`src/rtl/bootdata_pkg.sv`:
```
`default_nettype none
// +----------------------------------------------------------------------------+
// | Module   : bootdata_pkg                                                    |
// | Purpose  : Shared types and constants for the boot-ROM download sender.   |
// |            Holds the transfer state encoding, the word/counter widths    |
// |            and the default image length. The default image length is the |
// |            size of the bootloader's ROM window (0x5C000..0x7FFFF).        |
// | Ports    : none (package)                                                  |
// | Revision : 1.0 - initial release                                           |
// +----------------------------------------------------------------------------+
package bootdata_pkg;

  // Word delivered to the bootloader and width of the image byte counter.
  localparam int BOOT_WORD_W = 32;
  localparam int BOOT_CNT_W  = 19;
  localparam int BOOT_LANES  = BOOT_WORD_W / 8;

  // ROM window written by the bootloader; END is exclusive.
  localparam int unsigned BOOT_ROM_BASE = 32'h0005_C000;
  localparam int unsigned BOOT_ROM_END  = 32'h0008_0000;

  // Default image length must match the bootloader's ROM window exactly,
  // otherwise host_rom_initialised is never raised (or is raised early).
  localparam int unsigned BOOT_IMAGE_BYTES_DEFAULT = BOOT_ROM_END - BOOT_ROM_BASE;

  // Transfer states, explicit 3-bit encoding.
  typedef enum logic [2:0] {
    ST_IDLE = 3'd0,
    ST_FILL = 3'd1,
    ST_REQ  = 3'd2,
    ST_GAP  = 3'd3,
    ST_DONE = 3'd4
  } boot_state_e;

  // A transfer is in progress in every state between start and completion.
  function automatic logic is_busy_state(input boot_state_e s);
    return (s == ST_FILL) || (s == ST_REQ) || (s == ST_GAP);
  endfunction

endpackage
`default_nettype wire

```
`src/rtl/bootdata_word_packer.sv`:
```
`default_nettype none
// +----------------------------------------------------------------------------+
// | Module   : bootdata_word_packer                                            |
// | Purpose  : Packs accepted image bytes into a 32-bit little-endian word.   |
// |            Byte k of a word lands on bits [8k+7:8k]. When the image's     |
// |            final byte arrives before the word is full, the remaining      |
// |            upper lanes are loaded with PAD_BYTE in the same cycle, so the |
// |            word is complete on the edge the sender raises its request.   |
// | Ports    : clk, reset_n   - clock, asynchronous active-low reset          |
// |            clear          - restart packing at lane 0                     |
// |            wr_en          - an image byte is accepted this cycle          |
// |            last_byte      - the accepted byte is the image's final byte   |
// |            wr_data[7:0]   - the accepted byte                             |
// |            word[31:0]     - registered packed word                        |
// |            word_full      - this accept completes the current word        |
// | Revision : 1.0 - initial release                                           |
// +----------------------------------------------------------------------------+
module bootdata_word_packer
  import bootdata_pkg::*;
#(
  parameter logic [7:0] PAD_BYTE = 8'hFF
) (
  input  logic                   clk,
  input  logic                   reset_n,
  input  logic                   clear,
  input  logic                   wr_en,
  input  logic                   last_byte,
  input  logic [7:0]             wr_data,
  output logic [BOOT_WORD_W-1:0] word,
  output logic                   word_full
);

  localparam logic [1:0] LAST_LANE = 2'(BOOT_LANES - 1);

  logic [1:0]             lane_d;
  logic [1:0]             lane_q;
  logic [BOOT_WORD_W-1:0] word_d;
  logic [BOOT_WORD_W-1:0] word_q;

  // Lane pointer wraps naturally after lane 3; after the image's last byte
  // it is forced back to 0 so a partial final word leaves no stale offset.
  always_comb begin
    lane_d = lane_q;
    if (clear) begin
      lane_d = 2'd0;
    end else if (wr_en) begin
      lane_d = last_byte ? 2'd0 : (lane_q + 2'd1);
    end
  end

  // Per-lane write: the addressed lane takes the data byte; on the final
  // byte every higher lane takes the pad value; all others hold.
  for (genvar i = 0; i < BOOT_LANES; i++) begin : g_lane
    localparam logic [1:0] LANE_IDX = 2'(i);
    logic wr_here;
    logic pad_here;
    assign wr_here  = wr_en && (lane_q == LANE_IDX);
    assign pad_here = wr_en && last_byte && (LANE_IDX > lane_q);
    assign word_d[8*i +: 8] = wr_here  ? wr_data  :
                              pad_here ? PAD_BYTE :
                                         word_q[8*i +: 8];
  end

  assign word_full = wr_en && (last_byte || (lane_q == LAST_LANE));

  always_ff @(posedge clk or negedge reset_n) begin
    if (!reset_n) begin
      lane_q <= 2'd0;
      word_q <= '0;
    end else begin
      lane_q <= lane_d;
      word_q <= word_d;
    end
  end

  assign word = word_q;

endmodule
`default_nettype wire

```
`src/rtl/bootdata_sender.sv`:
```
`default_nettype none
// +----------------------------------------------------------------------------+
// | Module   : bootdata_sender                                                 |
// | Purpose  : Host-side boot-ROM download transmitter. Pulls image bytes     |
// |            from the storage reader, packs them four to a word and hands  |
// |            each word to the core bootloader over a req/ack handshake.    |
// |            Stops after IMAGE_BYTES bytes; a partial last word is padded. |
// | Ports    : clk, reset_n        - clock, asynchronous active-low reset     |
// |            start               - pulse, begins a transfer from IDLE/DONE  |
// |            src_data/valid      - byte stream from the storage reader      |
// |            src_ready           - byte accepted this cycle (state decode)  |
// |            host_bootdata[31:0] - packed word, first byte on [7:0]         |
// |            host_bootdata_req   - word valid, held until acknowledged      |
// |            host_bootdata_ack   - pulse, word consumed by the bootloader   |
// |            busy                - transfer in progress                     |
// |            done                - whole image delivered (sticky)           |
// |            byte_count[18:0]    - image bytes accepted so far              |
// | Revision : 1.0 - initial release                                           |
// +----------------------------------------------------------------------------+
module bootdata_sender
  import bootdata_pkg::*;
#(
  parameter int unsigned IMAGE_BYTES = BOOT_IMAGE_BYTES_DEFAULT,
  parameter logic [7:0]  PAD_BYTE    = 8'hFF
) (
  input  logic                   clk,
  input  logic                   reset_n,
  input  logic                   start,
  input  logic [7:0]             src_data,
  input  logic                   src_valid,
  output logic                   src_ready,
  output logic [BOOT_WORD_W-1:0] host_bootdata,
  output logic                   host_bootdata_req,
  input  logic                   host_bootdata_ack,
  output logic                   busy,
  output logic                   done,
  output logic [BOOT_CNT_W-1:0]  byte_count
);

  localparam logic [BOOT_CNT_W-1:0] IMAGE_CNT   = BOOT_CNT_W'(IMAGE_BYTES);
  // One bit wider so the "next count" compare cannot wrap at 2^19-1.
  localparam logic [BOOT_CNT_W:0]   IMAGE_CNT_X = {1'b0, IMAGE_CNT};
  localparam logic [BOOT_CNT_W:0]   ONE_X       = (BOOT_CNT_W + 1)'(1);
  localparam logic [BOOT_CNT_W-1:0] ONE         = BOOT_CNT_W'(1);

  boot_state_e           state_d;
  boot_state_e           state_q;
  logic [BOOT_CNT_W-1:0] byte_count_d;
  logic [BOOT_CNT_W-1:0] byte_count_q;
  logic                  req_d;
  logic                  req_q;
  logic                  busy_d;
  logic                  busy_q;
  logic                  done_d;
  logic                  done_q;

  logic                  accept;
  logic                  last_byte;
  logic                  restart;
  logic                  word_full;

  // src_ready depends only on the state register, so there is no
  // combinational path from any input to any output.
  assign src_ready = (state_q == ST_FILL);
  assign accept    = src_valid && src_ready;

  // Decide "final byte" from the count before it increments, so the sender
  // closes the word on that byte and never pulls one past the image.
  assign last_byte = (({1'b0, byte_count_q} + ONE_X) == IMAGE_CNT_X);

  // start is honoured only when no transfer is running.
  assign restart = start && ((state_q == ST_IDLE) || (state_q == ST_DONE));

  always_comb begin
    state_d      = state_q;
    byte_count_d = byte_count_q;
    case (state_q)
      ST_IDLE, ST_DONE: begin
        if (start) begin
          state_d      = ST_FILL;
          byte_count_d = '0;
        end
      end
      ST_FILL: begin
        if (accept) begin
          byte_count_d = byte_count_q + ONE;
          if (word_full) begin
            state_d = ST_REQ;
          end
        end
      end
      ST_REQ: begin
        if (host_bootdata_ack) begin
          state_d = ST_GAP;
        end
      end
      ST_GAP: begin
        // One cycle with req low so the bootloader sees an edge per word.
        state_d = (byte_count_q == IMAGE_CNT) ? ST_DONE : ST_FILL;
      end
      default: begin
        state_d = ST_IDLE;
      end
    endcase
  end

  // Status outputs are registered copies of the next-state decode, which
  // keeps them aligned with the state register without extra latency.
  always_comb begin
    req_d  = (state_d == ST_REQ);
    busy_d = is_busy_state(state_d);
    done_d = (state_d == ST_DONE);
  end

  always_ff @(posedge clk or negedge reset_n) begin
    if (!reset_n) begin
      state_q      <= ST_IDLE;
      byte_count_q <= '0;
      req_q        <= 1'b0;
      busy_q       <= 1'b0;
      done_q       <= 1'b0;
    end else begin
      state_q      <= state_d;
      byte_count_q <= byte_count_d;
      req_q        <= req_d;
      busy_q       <= busy_d;
      done_q       <= done_d;
    end
  end

  bootdata_word_packer #(
    .PAD_BYTE (PAD_BYTE)
  ) u_packer (
    .clk       (clk),
    .reset_n   (reset_n),
    .clear     (restart),
    .wr_en     (accept),
    .last_byte (last_byte),
    .wr_data   (src_data),
    .word      (host_bootdata),
    .word_full (word_full)
  );

  assign host_bootdata_req = req_q;
  assign busy              = busy_q;
  assign done              = done_q;
  assign byte_count        = byte_count_q;

endmodule
`default_nettype wire
```
`config.mk`:
```
export PLATFORM = sky130hd
export DESIGN_NAME = bootdata_sender
export DESIGN_NICKNAME = d
export VERILOG_FILES = /design/src/rtl/bootdata_pkg.sv /design/src/rtl/bootdata_word_packer.sv /design/src/rtl/bootdata_sender.sv
export SDC_FILE = /design/constraint.sdc
export NUM_CORES = 1
export LEC_CHECK = 0
export BUFFER_PORTS_ARGS = -buffer_cell sky130_fd_sc_hd__buf_2
export CORE_ASPECT_RATIO = 0.75
export CORE_UTILIZATION = 40
export DETAILED_ROUTE_END_ITERATION = 16
export SLEW_MARGIN = 20
export SYNTH_ARGS = -nofsm -noshare
export SYNTH_HDL_FRONTEND = slang
export SYNTH_SLANG_ARGS = --single-unit
```
`constraint.sdc`:
```
create_clock -name clk -period 3.95 [get_ports clk]
set_clock_uncertainty 0.2 [all_clocks]
set_input_delay 0.395 -clock clk [delete_from_list [all_inputs] [get_ports clk]]
set_output_delay 0.395 -clock clk [all_outputs]
set_load 0.1 [all_outputs]
```
Word level (Yosys, flattened, before mapping)
Cells that the tools add are included. W data, S select, Z words.

Reductions and logical operators: 26. Equal/unequal tests: 15. $add $sub $neg: 3. Magnitude comparators: 4. Muxes and demuxes: 20.

Operators with widths (count): $mux W8 (8); $mux W19 (2); $pmux W19 S2 (1); $add A19 B1 Y20 const B (1); $eq A20 B18 Y1 const B (1); $add A19 B1 Y19 const B (1); $eq A19 B18 Y1 const B (1); $mux W3 (5); $eq A3 B2 Y1 const B (4); $logic_and A1 B1 Y1 (12); $pmux W3 S4 (1); $reduce_bool A2 Y1 (6); $eq A3 B1 Y1 const B (2); $eq A3 B3 Y1 const B (2); $mux W2 (3); $eq A2 B2 Y1 const B (2); $gt A1 B2 Y1 const A (2); $gt A2 B2 Y1 const A (2); $logic_or A1 B1 Y1 (4); $logic_not A3 Y1 (1); $reduce_and A3 Y1 (1); $add A2 B1 Y2 const B (1); $eq A2 B1 Y1 const B (1); $logic_not A2 Y1 (1); other kinds (3) (3).

Word-level logic and storage cells: 78. Register bits: 59. Input port bits: 13.

Longest topological paths before layout
Depth in word-level cells: 10. Gate-level depth with buffers: 7.

Hierarchy
Synthesis repeated with hierarchy kept, for this count alone.

Cells, all modules: 313. Area, all modules: 3108.0 µm².

By module, submodules not included: bootdata_sender (instances 1, area each 1689.1 µm², cells each 206); bootdata_word_packer (instances 1, area each 1418.9 µm², cells each 107).

Worst setup path after synthesis
Ideal clock, no wire load.

Kind: register to register. Start point: register state_q[0]. End point: register u_packer.word_q[15] (netlist: u_packer.word[15]). Buffers on the path: 1. Data required time: 3679 ps. Cell stages (with the launch flop): 8. Path slack: -313 ps. Arrival: 3992 ps. Cells stage by stage: dfrtp_1 nor3b_1 and2_1 clkbuf_8 nand2_1 nor2_1 nand4_4 nand3_1.

Longest elaborated chain between the ends: 5. Elaborated cells between the ends (all ways): 7. Those cells by class: 1 x eq/ne; 1 x mux; 5 x reduce/logical.

RTL lines: from (decl) (RTL line bootdata_sender.sv:47) `boot_state_e state_q;`; from (signal assigned) (RTL line bootdata_sender.sv:123) `state_q <= state_d;`; $eq A3 B1 Y1 (*) (RTL line bootdata_sender.sv:64) `assign src_ready = (state_q == ST_FILL);`; named net src_ready (RTL line bootdata_sender.sv:31) `output logic src_ready,`; $logic_and A1 B1 Y1 (*) (RTL line bootdata_sender.sv:65) `assign accept = src_valid && src_ready;`; $logic_and A1 B1 Y1 (2 in a row) (RTL line bootdata_word_packer.sv:58) `assign pad_here = wr_en && last_byte && (LANE_IDX > lane_q);`; $reduce_bool A2 Y1 (no line); to (signal assigned) (RTL line bootdata_word_packer.sv:72) `word_q <= word_d;`; to (decl) (RTL line bootdata_word_packer.sv:38) `logic [BOOT_WORD_W-1:0] word_q;`.

Mark *: on every way through the listed nets, which the timed path passes. The rest lies on a longest branch. A chain may end at the register's enable or synchronous reset.

Final worst setup path
Start point: register byte_count_q[1] (netlist: byte_count[1]). End point: register u_packer.word_q[28] (netlist: u_packer.word[28]).

Longest elaborated chain between the ends: 5.

RTL lines: from (decl) (RTL line bootdata_sender.sv:49) `logic [BOOT_CNT_W-1:0] byte_count_q;`; from (signal assigned) (RTL line bootdata_sender.sv:124) `byte_count_q <= byte_count_d;`; $add A19 B1 Y20 (RTL line bootdata_sender.sv:69) `assign last_byte = (({1'b0, byte_count_q} + ONE_X) == IMAGE_CNT_X);`; $eq A20 B18 Y1 (RTL line bootdata_sender.sv:69); $logic_and A1 B1 Y1 (2 in a row) (RTL line bootdata_word_packer.sv:58); $reduce_bool A2 Y1 (no line).

Every way passes these cells.

==> impl_metrics.py <==
metrics = {
    "synth": {
        "synth_edf_count": 0,
        "synthesis.nets": 373,
        "synthCells": 354,
        "yosysWarnings": 0,
        "yosysUniqueCellTypes": 50,
        "synthFlopType": "dfrtp_1",
        "syn_area_per_cell_um2": 9.30,
        "synth-seq-area-share_pct": 44.8,
        "ys_ff_latch": 59,
        "syn_area_mm2": 0.00329,
        "async_flop_share_pct": 100,
    },
    "placement": {
        "dp_hpwl_um": 5920,
        "place_congestion": 0.803,
        "io_buffers": 67,
        "dp_cells": 508,
    },
    "floorplanning": {
        "io_pins": 68,
        "die_h_um": 80.6,
        "core.rowCount": 28,
        "initial_core_util_pct": 41.6,
        "coreArea_mm2": 0.00792,
        "die-area_mm2": 0.00860,
        "die_x_um": 107,
    },
    "clock_network": {
        "ctsRootBufferMaster": "clkbuf_8",
        "cts.sinks": 59,
        "clk_latency_ns": 0.35,
        "clk_pin_slew_ns": 0.08,
        "cts_buffer_depth": 2,
        "cts_hold_buf": 0,
        "cts_made_buffers": 9,
        "ctsResizeCount": 0,
        "post_cts_buffers": 0,
        "cts_tree": "built",
        "htreeDepth": 3,
    },
    "worst_setup_path": {
        "worstReg2RegEnd": "u_packer.word[28]$_DFFE_PN0P_",
        "cp.arrival_ns": 2.90,
        "rrSetupSlack_ns": 1.11,
        "path_buf_inv": 0,
        "critical-path-top-delay-family": "simple AND/OR/NAND/NOR gates",
        "cp-startpoint": "byte_count[1]$_DFFE_PN0P_",
        "crit_slowest_cell": "nor3_1",
        "crit_cells": 7,
        "reg2reg_from": "byte_count[1]$_DFFE_PN0P_",
        "critPathRequiredTime_ns": 4.01,
        "cp_max_fo": 8,
        "slowest_delay_ns": 0.58,
        "endpoint": "u_packer.word[28]$_DFFE_PN0P_",
        "worstRegToRegCells": 7,
        "setup.worst_path.class": "reg2reg",
        "startpoint_type": "register",
        "path_cells": "ha_1 > nand3_1 > nor3_1 > nand3_1 > o22ai_4 > nand4_4 > o2111ai_1",
        "critPathCaptureType": "register",
        "crit_top_cell": "nand3_1",
    },
    "cells_and_area": {
        "area_delta_synth_final_pct": 16.3,
        "antenna_cells": 0,
        "fin_nets": 433,
        "drive_gt1_share_pct": 27.2,
        "stdcell_count": 524,
    },
    "sta": {
        "hold_slack_ns": -0.0202,
        "max_slew_margin_pct": 38.7,
        "tightest_slew_ns": 0.920,
        "finalSetupTns_ns": 0,
        "min_period_ns": 2.84,
        "hold_viol_final": 38,
        "fin_crit_sh_pct": 72.0,
        "setup_violations": 0,
        "max_freq_mhz": 352,
        "maxSlewViolCount": 0,
        "rsz0062_at_grt": "false",
    },
    "flow_run": {
        "maxCapViolCount": 0,
    },
    "detailed_routing": {
        "top_layer_used": "met4",
        "met3WireLength_um": 532,
        "first_pass_iters": 6,
        "first_iter_violations": 193,
        "vias": 2901,
        "postRouteAntennaNets": 0,
        "vias_per_cell": 5.54,
        "wirelength_um": 8530,
        "wl_met2_um": 3670,
        "wl_per_cell_um": 16.3,
        "drc": 0,
        "wl_met1_um": 4270,
    },
    "global_routing": {
        "grt_start_max_net_pins": 40,
        "antenna_found_initial": 0,
        "grt_pass1_vias": 2639,
        "grtUsageTotal_pct": 20.7,
        "grt_pass1_wl_um": 13700,
        "gr-total-overflow": 0,
    },
    "min_path": {
        "min_path_type": "in2async",
    },
    "status": {
        "violations": "hold timing",
        "status": "complete, but fails checks",
    },
}
## flip-flops by register name, indices dropped and copies added, names as in the netlist
signal and count:
u_packer.word 32, byte_count 19, state_q 3, u_packer.lane_q 2, busy 1, done 1
host_bootdata_req 1
## cells in the mapped netlist, types with 4 or more instances
master / n / area (um^2)
a21oi_1: 6 / 30.0
a31oi_1: 4 / 25.0
and3_1: 5 / 31.3
buf_4: 4 / 30.0
clkbuf_1: 6 / 22.5
clkbuf_8: 4 / 55.1
dfrtp_1: 59 / 1480
ha_1: 6 / 75.1
inv_1: 13 / 48.8
mux2_2: 8 / 90.1
nand2_1: 65 / 244
nand3_1: 42 / 210
nand4_1: 7 / 43.8
nor2_1: 19 / 71.3
nor3_1: 6 / 30.0
nor4_1: 4 / 25.0
o2111ai_1: 8 / 70.1
o21ai_0: 33 / 165
xnor2_1: 5 / 43.8
## layer usage
metal | global-route usage (%) | vias to the layer above
li1 | - | 1385
met1 | 29.8 | 1422
met2 | 29.8 | 84
met3 | 6.41 | 10
met4 | 5.21 | 0
met5 | 0 | -
## placed cells by master (no fill, tap or decap), drive strengths merged, types with 2 or more instances in the layout
cell type,Yosys,layout
a21boi,2,2
a21oi,6,6
a31oi,4,4
and2,5,5
and3,8,8
buf,11,70
clkbuf,10,9
clkinv,0,4
dfrtp,59,59
ha,6,6
inv,13,14
mux2,8,8
nand2,66,66
nand3,42,42
nand3b,2,2
nand4,12,12
nor2,19,19
nor3,6,6
nor3b,2,2
nor4,5,5
o2111ai,8,8
o21ai,33,33
o31ai,3,3
o41ai,2,2
xnor2,5,5
xor2,3,3
## stage by stage
step                      area (um^2)  setup WS (ns)  utilization (%)
final                            3830           1.11             48.4
after global routing             3830          0.860             48.4
after CTS                        3830           1.11             48.4
after detailed placement         3630           1.12             45.8
after global placement           3630           1.19             45.8
after floorplan                  3300          0.850                -
## cells by family after synthesis
kind of cell	count (synthesis)	share of synthesized area (%)
AOI/OAI and AO/OA	65	13.8
xor gates and xnor gates	8	2.13
adders and majority gates	6	2.28
buffers and inverters	34	6.27
DFF	59	44.8
muxes	9	3.04
and+or+nand+nor	173	27.7
## layout make-up
class                      count  area (um^2)
timing repair buffer          70          358
fill                         809         4090
inverter                      13         48.8
clock inverter                 7         77.6
sequential                    59         1480
tap                          105          131
multi-input combinational    261         1620
clock buffer                   9          124
## worst min path at each step
stage	depth (start not counted)	startpoint	endpoint	slack (ns)
5_1_grt	1	reset_n	state_q[2]$_DFF_PN0_	0.05
6_report	1	reset_n	byte_count[12]$_DFFE_PN0P_	-0.02
2_1_floorplan	0	reset_n	busy$_DFF_PN0_	-0.10
3_5_place_dp	2	u_packer.word[9]$_DFFE_PN0P_	u_packer.word[9]$_DFFE_PN0P_	0.28
3_3_place_gp	2	u_packer.word[9]$_DFFE_PN0P_	u_packer.word[9]$_DFFE_PN0P_	0.28
4_1_cts	1	reset_n	state_q[2]$_DFF_PN0_	0.01
## worst register-to-register path: cells and delay by family, from the launching register on
family / cells / cell delay [ns]
AO/OA/AOI/OAI: 2 / 0.52
AND/OR/NAND/NOR: 4 / 1.24
flip-flops: 1 / 0.49
adder cells (fa/ha/maj): 1 / 0.31
Power is not shown: default switching activity piles up to over one toggle a cycle in this logic, so the estimate is an artifact.
